$ cat config.mk
export PLATFORM = sky130hd
export DESIGN_NAME = timer_run_ctrl
export DESIGN_NICKNAME = d
export VERILOG_FILES = /design/src/rtl/timer_pkg.sv /design/src/rtl/tick_prescaler.sv /design/src/rtl/timer_run_ctrl.sv
export SDC_FILE = /design/constraint.sdc
export NUM_CORES = 1
export LEC_CHECK = 0
export ABC_AREA = 1
export CORE_MARGIN = 4
export CORE_UTILIZATION = 29
export DETAILED_ROUTE_END_ITERATION = 16
export GPL_ROUTABILITY_DRIVEN = 1
export HOLD_SLACK_MARGIN = 0.06
export PLACE_DENSITY = 0.46
export SLEW_MARGIN = 30
export SYNTH_ARGS = -nofsm -noshare
export SYNTH_HDL_FRONTEND = slang
export SYNTH_SLANG_ARGS = --single-unit
$ cat constraint.sdc
create_clock -name clk -period 3.5 [get_ports clk]
set_input_delay 0.35 -clock clk [delete_from_list [all_inputs] [get_ports clk]]
set_output_delay 0.35 -clock clk [all_outputs]
set_load 0.02 [all_outputs]
$ cat src/rtl/timer_pkg.sv
// Shared definitions for the two-mode timer: run-state encoding, mode
// constants and the mode-B preset step.
package timer_pkg;

    typedef enum logic [1:0] {
        IDLE  = 2'd0,
        RUN   = 2'd1,
        PAUSE = 2'd2,
        DONE  = 2'd3
    } timerState_e;

    localparam logic MODE_A      = 1'b0;
    localparam logic MODE_B      = 1'b1;
    localparam int   PRESET_STEP = 30;

endpackage

$ cat src/rtl/tick_prescaler.sv
// Divides the system clock down to the 1 s boundary: counts 0..TICK_DIV-1
// while enabled, holds when disabled, and flags the terminal value.
module tick_prescaler #(
    parameter int TICK_DIV = 50_000_000
) (
    input  logic clk,
    input  logic rst,
    input  logic enable,
    input  logic clear,
    output logic wrap
);

    localparam int PW = (TICK_DIV > 2) ? $clog2(TICK_DIV) : 1;
    localparam logic [PW-1:0] LAST = PW'(TICK_DIV - 1);

    logic [PW-1:0] presc;

    always_ff @(posedge clk or negedge rst) begin
        if (!rst) begin
            presc <= '0;
        end else if (clear) begin
            presc <= '0;
        end else if (enable) begin
            presc <= (presc == LAST) ? '0 : presc + 1'b1;
        end
    end

    // Raw terminal flag; the owner decides in which states it means a tick.
    assign wrap = (presc == LAST);

endmodule

$ cat src/rtl/timer_run_ctrl.sv
// Run controller for the two-mode timer (count-up stopwatch / count-down preset).
// Optional build macro TIMER_ALARM_EN adds a blinking alarm output in DONE.
module timer_run_ctrl
    import timer_pkg::*;
#(
    parameter int TICK_DIV = 50_000_000,
    parameter int CNT_W    = 12
) (
    input  logic             clk,
    input  logic             rst,
    input  logic             mode_sel,
    input  logic [2:0]       time_control,
    input  logic             start_stop,
    input  logic             clear,
    output logic [CNT_W-1:0] count,
    output logic             tick,
    output logic             running,
`ifdef TIMER_ALARM_EN
    output logic             done,
    output logic             alarm
`else
    output logic             done
`endif
);

    localparam logic [CNT_W-1:0] CNT_MAX = {CNT_W{1'b1}};

    timerState_e      state, nextState;
    logic [CNT_W-1:0] nextCount;
    logic [CNT_W-1:0] preset;
    logic [CNT_W-1:0] loadVal;
    logic             modeQ;
    logic [2:0]       ctrlQ;
    logic             changeDet;
    logic             wrap;
    logic             prescEnable;
    logic             prescClear;

    assign preset    = (CNT_W'(time_control) + CNT_W'(1)) * CNT_W'(PRESET_STEP);
    assign loadVal   = (mode_sel == MODE_B) ? preset : '0;
    assign changeDet = (mode_sel != modeQ) || ((time_control != ctrlQ) && (mode_sel == MODE_B));

`ifdef TIMER_ALARM_EN
    assign prescEnable = (state == RUN) || (state == DONE);
    assign prescClear  = (state == IDLE);
`else
    assign prescEnable = (state == RUN);
    assign prescClear  = (state == IDLE) || (state == DONE);
`endif

    tick_prescaler #(
        .TICK_DIV (TICK_DIV)
    ) uPresc (
        .clk    (clk),
        .rst    (rst),
        .enable (prescEnable),
        .clear  (prescClear),
        .wrap   (wrap)
    );

    assign tick = (state == RUN) && wrap;

    // A terminal tick overrides a simultaneous pause request.
    always_comb begin
        nextState = state;
        nextCount = count;
        if (clear || changeDet) begin
            nextState = IDLE;
            nextCount = loadVal;
        end else begin
            unique case (state)
                IDLE: begin
                    nextCount = loadVal;
                    if (start_stop) nextState = RUN;
                end
                RUN: begin
                    if (start_stop) nextState = PAUSE;
                    if (tick) begin
                        if (mode_sel == MODE_A) begin
                            if (count != CNT_MAX) nextCount = count + 1'b1;
                            if (count >= CNT_MAX - CNT_W'(1)) nextState = DONE;
                        end else begin
                            if (count != '0) nextCount = count - 1'b1;
                            if (count <= CNT_W'(1)) nextState = DONE;
                        end
                    end
                end
                PAUSE: begin
                    if (start_stop) nextState = RUN;
                end
                DONE: begin
                    if (start_stop) begin
                        nextState = IDLE;
                        nextCount = loadVal;
                    end
                end
                default: nextState = IDLE;
            endcase
        end
    end

    always_ff @(posedge clk or negedge rst) begin
        if (!rst) begin
            state   <= IDLE;
            count   <= '0;
            modeQ   <= 1'b0;
            ctrlQ   <= 3'd0;
            running <= 1'b0;
            done    <= 1'b0;
`ifdef TIMER_ALARM_EN
            alarm   <= 1'b0;
`endif
        end else begin
            state   <= nextState;
            count   <= nextCount;
            modeQ   <= mode_sel;
            ctrlQ   <= time_control;
            running <= (nextState == RUN);
            done    <= (nextState == DONE);
`ifdef TIMER_ALARM_EN
            alarm   <= ((state == DONE) && (nextState == DONE)) ? (alarm ^ wrap) : 1'b0;
`endif
        end
    end

endmodule

After elaboration in Yosys (flattened, before gate mapping)
Cells that the tools add are included.
{"block": "totals", "ff_bits": 46, "word_cells": 58}
{"block": "op_classes", "add_sub_neg": 4, "n_mul": 1, "magnitude_cmp": 2, "eq_ne": 13, "mux": 20, "n_reduce_logical": 11}
{"operator": "$mux W26", "count": 3}
{"operator": "$mux W12", "count": 6}
{"operator": "$pmux W12 S3", "count": 1}
{"operator": "$add A26 B1 Y26 const B", "count": 1}
{"operator": "$eq A26 B26 Y1 const B", "count": 1}
{"operator": "$mux W2", "count": 8}
{"operator": "$add A12 B1 Y12 const B", "count": 1}
{"operator": "$ge A12 B12 Y1 const B", "count": 1}
{"operator": "$le A12 B1 Y1 const B", "count": 1}
{"operator": "$ne A12 B12 Y1 const B", "count": 1}
{"operator": "$reduce_bool A12 Y1", "count": 1}
{"operator": "$sub A12 B1 Y12 const B", "count": 1}
{"operator": "$mux W9", "count": 1}
{"operator": "$mul A4 B4 Y8 const B", "count": 1}
{"operator": "$ne A4 B2 Y1 const B", "count": 2}
{"operator": "$eq A2 B2 Y1 const B", "count": 3}
{"operator": "$ne A3 B2 Y1 const B", "count": 2}
{"operator": "$pmux W2 S3", "count": 1}
{"operator": "$reduce_and A5 Y1", "count": 1}
{"operator": "$add A3 B1 Y4 const B", "count": 1}
{"operator": "$eq A2 B1 Y1 const B", "count": 2}
{"operator": "$reduce_bool A4 Y1", "count": 1}
{"operator": "$logic_or A1 B1 Y1", "count": 3}
{"operator": "$ne A3 B3 Y1", "count": 1}
{"operator": "other kinds (5)", "count": 6}

Longest topological paths before layout
{"block": "depth", "word_depth": 7, "ltp_mapped": 20}

Modules after synthesis
A second synthesis with hierarchy kept.
{"block": "hier_totals", "cells_unflattened": 552, "area_unflattened_um2": 3834.9}
{"mod": "timer_run_ctrl", "instances": 1, "cells_per_inst": 316, "area_each_um2": 2177.1, "seq_area_each_um2": 500.5}
{"mod": "tick_prescaler", "instances": 1, "cells_per_inst": 236, "area_each_um2": 1657.8, "seq_area_each_um2": 650.6}

Worst setup path after synthesis
OpenSTA, ideal clock, no wires.
{"block": "synth_timing", "path_kind": "input -> register", "startpoint": "input port time_control[0]", "endpoint": "register count[7]", "arrival_time_ps": 2638, "setup_slack_ps": 744, "path_stages": 17, "path_buffers": 0, "path_cell_list": "inv_2 ha_1 xnor2_1 inv_1 ha_1 inv_1 fa_1 fa_1 inv_1 nand2_1 nand2_1 a21o_1 or2_2 nand3_1 nand2_1 nand2_1 nand2_1"}
{"block": "synth_between", "elab_chain_cells": 6, "elab_cells_between_ends": 16}
{"item": "start, declared", "line_no": "timer_run_ctrl.sv:12", "source": "input logic [2:0] time_control,"}
{"item": "$add A3 B1 Y4 / $ne A3 B3 Y1 (equally long branches)", "line_no": "timer_run_ctrl.sv:39, timer_run_ctrl.sv:41"}
{"item": "$mul A4 B4 Y8 / $logic_and A1 B1 Y1 (equally long branches)", "line_no": "timer_run_ctrl.sv:39, timer_run_ctrl.sv:41"}
{"item": "$mux W9 / $logic_or A1 B1 Y1 (equally long branches)", "line_no": "timer_run_ctrl.sv:40, timer_run_ctrl.sv:41"}
{"item": "$mux W12 / $logic_or A1 B1 Y1 (equally long branches)", "line_no": "timer_run_ctrl.sv:92, timer_run_ctrl.sv:67"}
{"item": "$pmux W12 S3 (tied with other cells)", "line_no": "timer_run_ctrl.sv:71", "source": "unique case (state)"}
{"item": "$mux W12 / $reduce_and A5 Y1 (equally long branches)"}
{"item": "end signal, assigned", "line_no": "timer_run_ctrl.sv:115", "source": "count <= nextCount;"}
{"item": "end, declared", "line_no": "timer_run_ctrl.sv:15", "source": "output logic [CNT_W-1:0] count,"}
Parallel ways exist; a longest one is shown, timed or not. The select of a mux whose other input is x is not followed.
A chain may end at the register's enable or synchronous reset.

Worst setup path in the final report
Same ends and word-level chain as after synthesis.

==> out/results.tsv <==
metric	value	unit
most common cell after layout, fill and taps aside	nand2_1	
TritonCTS clock tree	done	
wirelength, routed	9.73	mm
asr flop ratio synth	100	%
Ant. Diodes	0	
Synth Area in Compound Gates	6.05	%
clock latency on the worst-skew pair	0.29	ns
Ys Warns	0	
commonest register cell after synthesis	dfrtp_1	
Worst setup SP type	primary input	
Relative slew margins	57.7	%
Cell Area, Placed	4230	um2
synth top area cells	dfrtp_1, nand2_1, nor2_1, ha_1, inv_1	
grt total ovfl	0	
Die X	123	um
Post-CTS Hold Buffers	0	
drt via density	4.55	
dpl ws	-0.0296	ns
DRC	0	
XOR/XNOR Fraction of Synth Area	4.38	%
status	finished, final reports clean	
number of global-route vias before repair	3338	
EDFF count, synth	0	
post-cts gate resize count	0	
CTS max path bufs	2	
H-tree Lvls	2	
Final Cell Area	4400	um2
Setup CP Type	in2reg	
final core area utilization	34.6	%
fin cells	772	
IO Pins	23	
Max Slew Vio Count	0	
Setup crit end kind	register	
area grow syn2layout	15.8	%
Lkg Pwr	2.09	nW
post-synthesis adder-cell area fraction	9.67	%
placed cells	764	
mux cell area share after synthesis	0	%
largest family of logic cells by synthesized area	simple AND/OR/NAND/NOR gates	
nets	634	
syn nets	608	
post-synthesis sequential element count	46	
die height	123	um
Mapped Cells	573	
count of final setup violators	0	
slew of the pin with the lowest slew margin	0.634	ns
IO buf count	22	
CTS Root Buffer Type	clkbuf_16	
largest net degree at the start of global routing	45	
Tmin final	3.22	ns
WP data required	3.68	ns
cell area after synthesis	3800	um2
Detailed Routing Iterations Pass 1	4	
core area	12700	um2
Final HPWL DP	7.48	mm
sequential share of the synthesized area	30.3	%
clk sink count	46	
Data arrival, critical path	3.40	ns
commonest non-fill, non-tap cells in the layout	nand2_1, nor2_1, inv_1	
Fin. Hold Viols	0	
max frequency	311	MHz
Final ANT Viol Nets	0	
Final Wtd Congestion	0.852	
synthesized area per cell	6.64	um2
HP Class	in2async	
row count	41	
detailed router's first-iteration violation count	209	
Die Area	15000	um2
postcts setup bufs	0	
Power Density	359	nW/um2
share of cells above drive strength 1	7.33	%
Setup TNS	0	ns
Final Cycle Share	91.9	%
Tot GR Track Use	13.9	%
Worst-path clk slew	0.07	ns
vias post-DR	3515	
Initial Util	29.9	%
Max-Cap Viols	0	
CTS buffer count	5	
initial antenna violation count	0	
area share of the largest cell type after synthesis	30.3	%
Max VDD drop	171	uV
clk_skew	0.00725	ns
area leader, netlist	dfrtp_1	
final worst-path setup slack	0.283	ns
global-route wire length before repair	16.6	mm
RSZ-0062 raised after global routing	no	
Distinct cells, synth	34	
Avg WL per Cell	12.6	um
Max FO, Critical Path	4	
Post-Synth Simple-Gate Area	40.1	%
-- flip-flops by register name (all words and copies together), names as in the netlist --
name and flops:
ctrlQ 3, state 2, modeQ 1, done 1, running 1, uPresc.presc 26, count 12
-- critical path, stage by stage --
cell	delay, ns
clkdlybuf4s50_1	0.55
inv_2	0.07
ha_1	0.32
xnor2_1	0.14
inv_1	0.07
ha_1	0.29
inv_1	0.05
fa_1	0.51
fa_1	0.19
inv_1	0.04
nand2_1	0.07
nand2_1	0.06
a21o_1	0.16
or2_2	0.27
nand3_1	0.08
nand2_1	0.07
nand2_1	0.06
nand2_1	0.05
-- stage by stage --
stage               total power, mW  hold WS (ns)
finish                         1.58        0.0619
global route                   1.69         0.123
CTS                            1.61        0.0920
detailed placement             1.03         0.410
global placement               1.03         0.494
floorplan                     0.888        0.0544
-- report_power, final --
group | internal [mW] | switching (mW) | total [mW]
combinational | 0.168 | 0.251 | 0.419
sequential | 0.554 | 0.0454 | 0.600
clock | 0.339 | 0.222 | 0.561
total | 1.06 | 0.519 | 1.58
-- routing by layer --
layer | part of all wire [%] | GRT usage [%]
met1 | 53 | 20.3
met3 | 3.2 | 2.07
met4 | 1.1 | 3.36
met5 | 0 | 0
met2 | 42 | 21.5
-- logic make-up after synthesis --
family,count (synthesis)
xor+xnor,19
simple gates,347
buf+inv,91
fa+ha+maj,27
compound gates,43
flops,46
-- cell type report --
type,count,area (um2)
sequential,46,1150
fill,1456,8320
clock buffer,5,125
timing repair buffer,30,278
clock inverter,3,43.8
multi-input combinational,436,2290
inverter,80,300
tap,172,215
-- synthesized netlist by cell type, types with 3 or more instances --
library cell,n
inv_1,75
dfrtp_1,46
fa_1,4
o21ai_0,18
xor2_1,13
nor2_1,84
nor2_2,4
nor3_1,13
or2_2,3
nand3_2,3
nand2_2,7
xnor2_1,6
a21oi_1,17
nand4_1,15
clkbuf_1,4
nand3_1,54
inv_2,5
buf_2,4
nand2_1,155
ha_1,23
-- worst paths after layout --
kind | startpoint | slack (ns) | to | cells past startpoint
setup / recovery | time_control[0] | 0.28 | count[7] | 18
hold / removal | rst | 0.06 | running | 1
setup reg to reg | state[0] | 1.34 | uPresc.presc[23] | 9
hold reg to reg | uPresc.presc[1] | 0.53 | uPresc.presc[1] | 2
max in group asynchronous | rst | 2.95 | ctrlQ[0] | 2
min in group clk | uPresc.presc[1] | 0.53 | uPresc.presc[1] | 2
No activity file was read; power rests on OpenSTA's default activity.
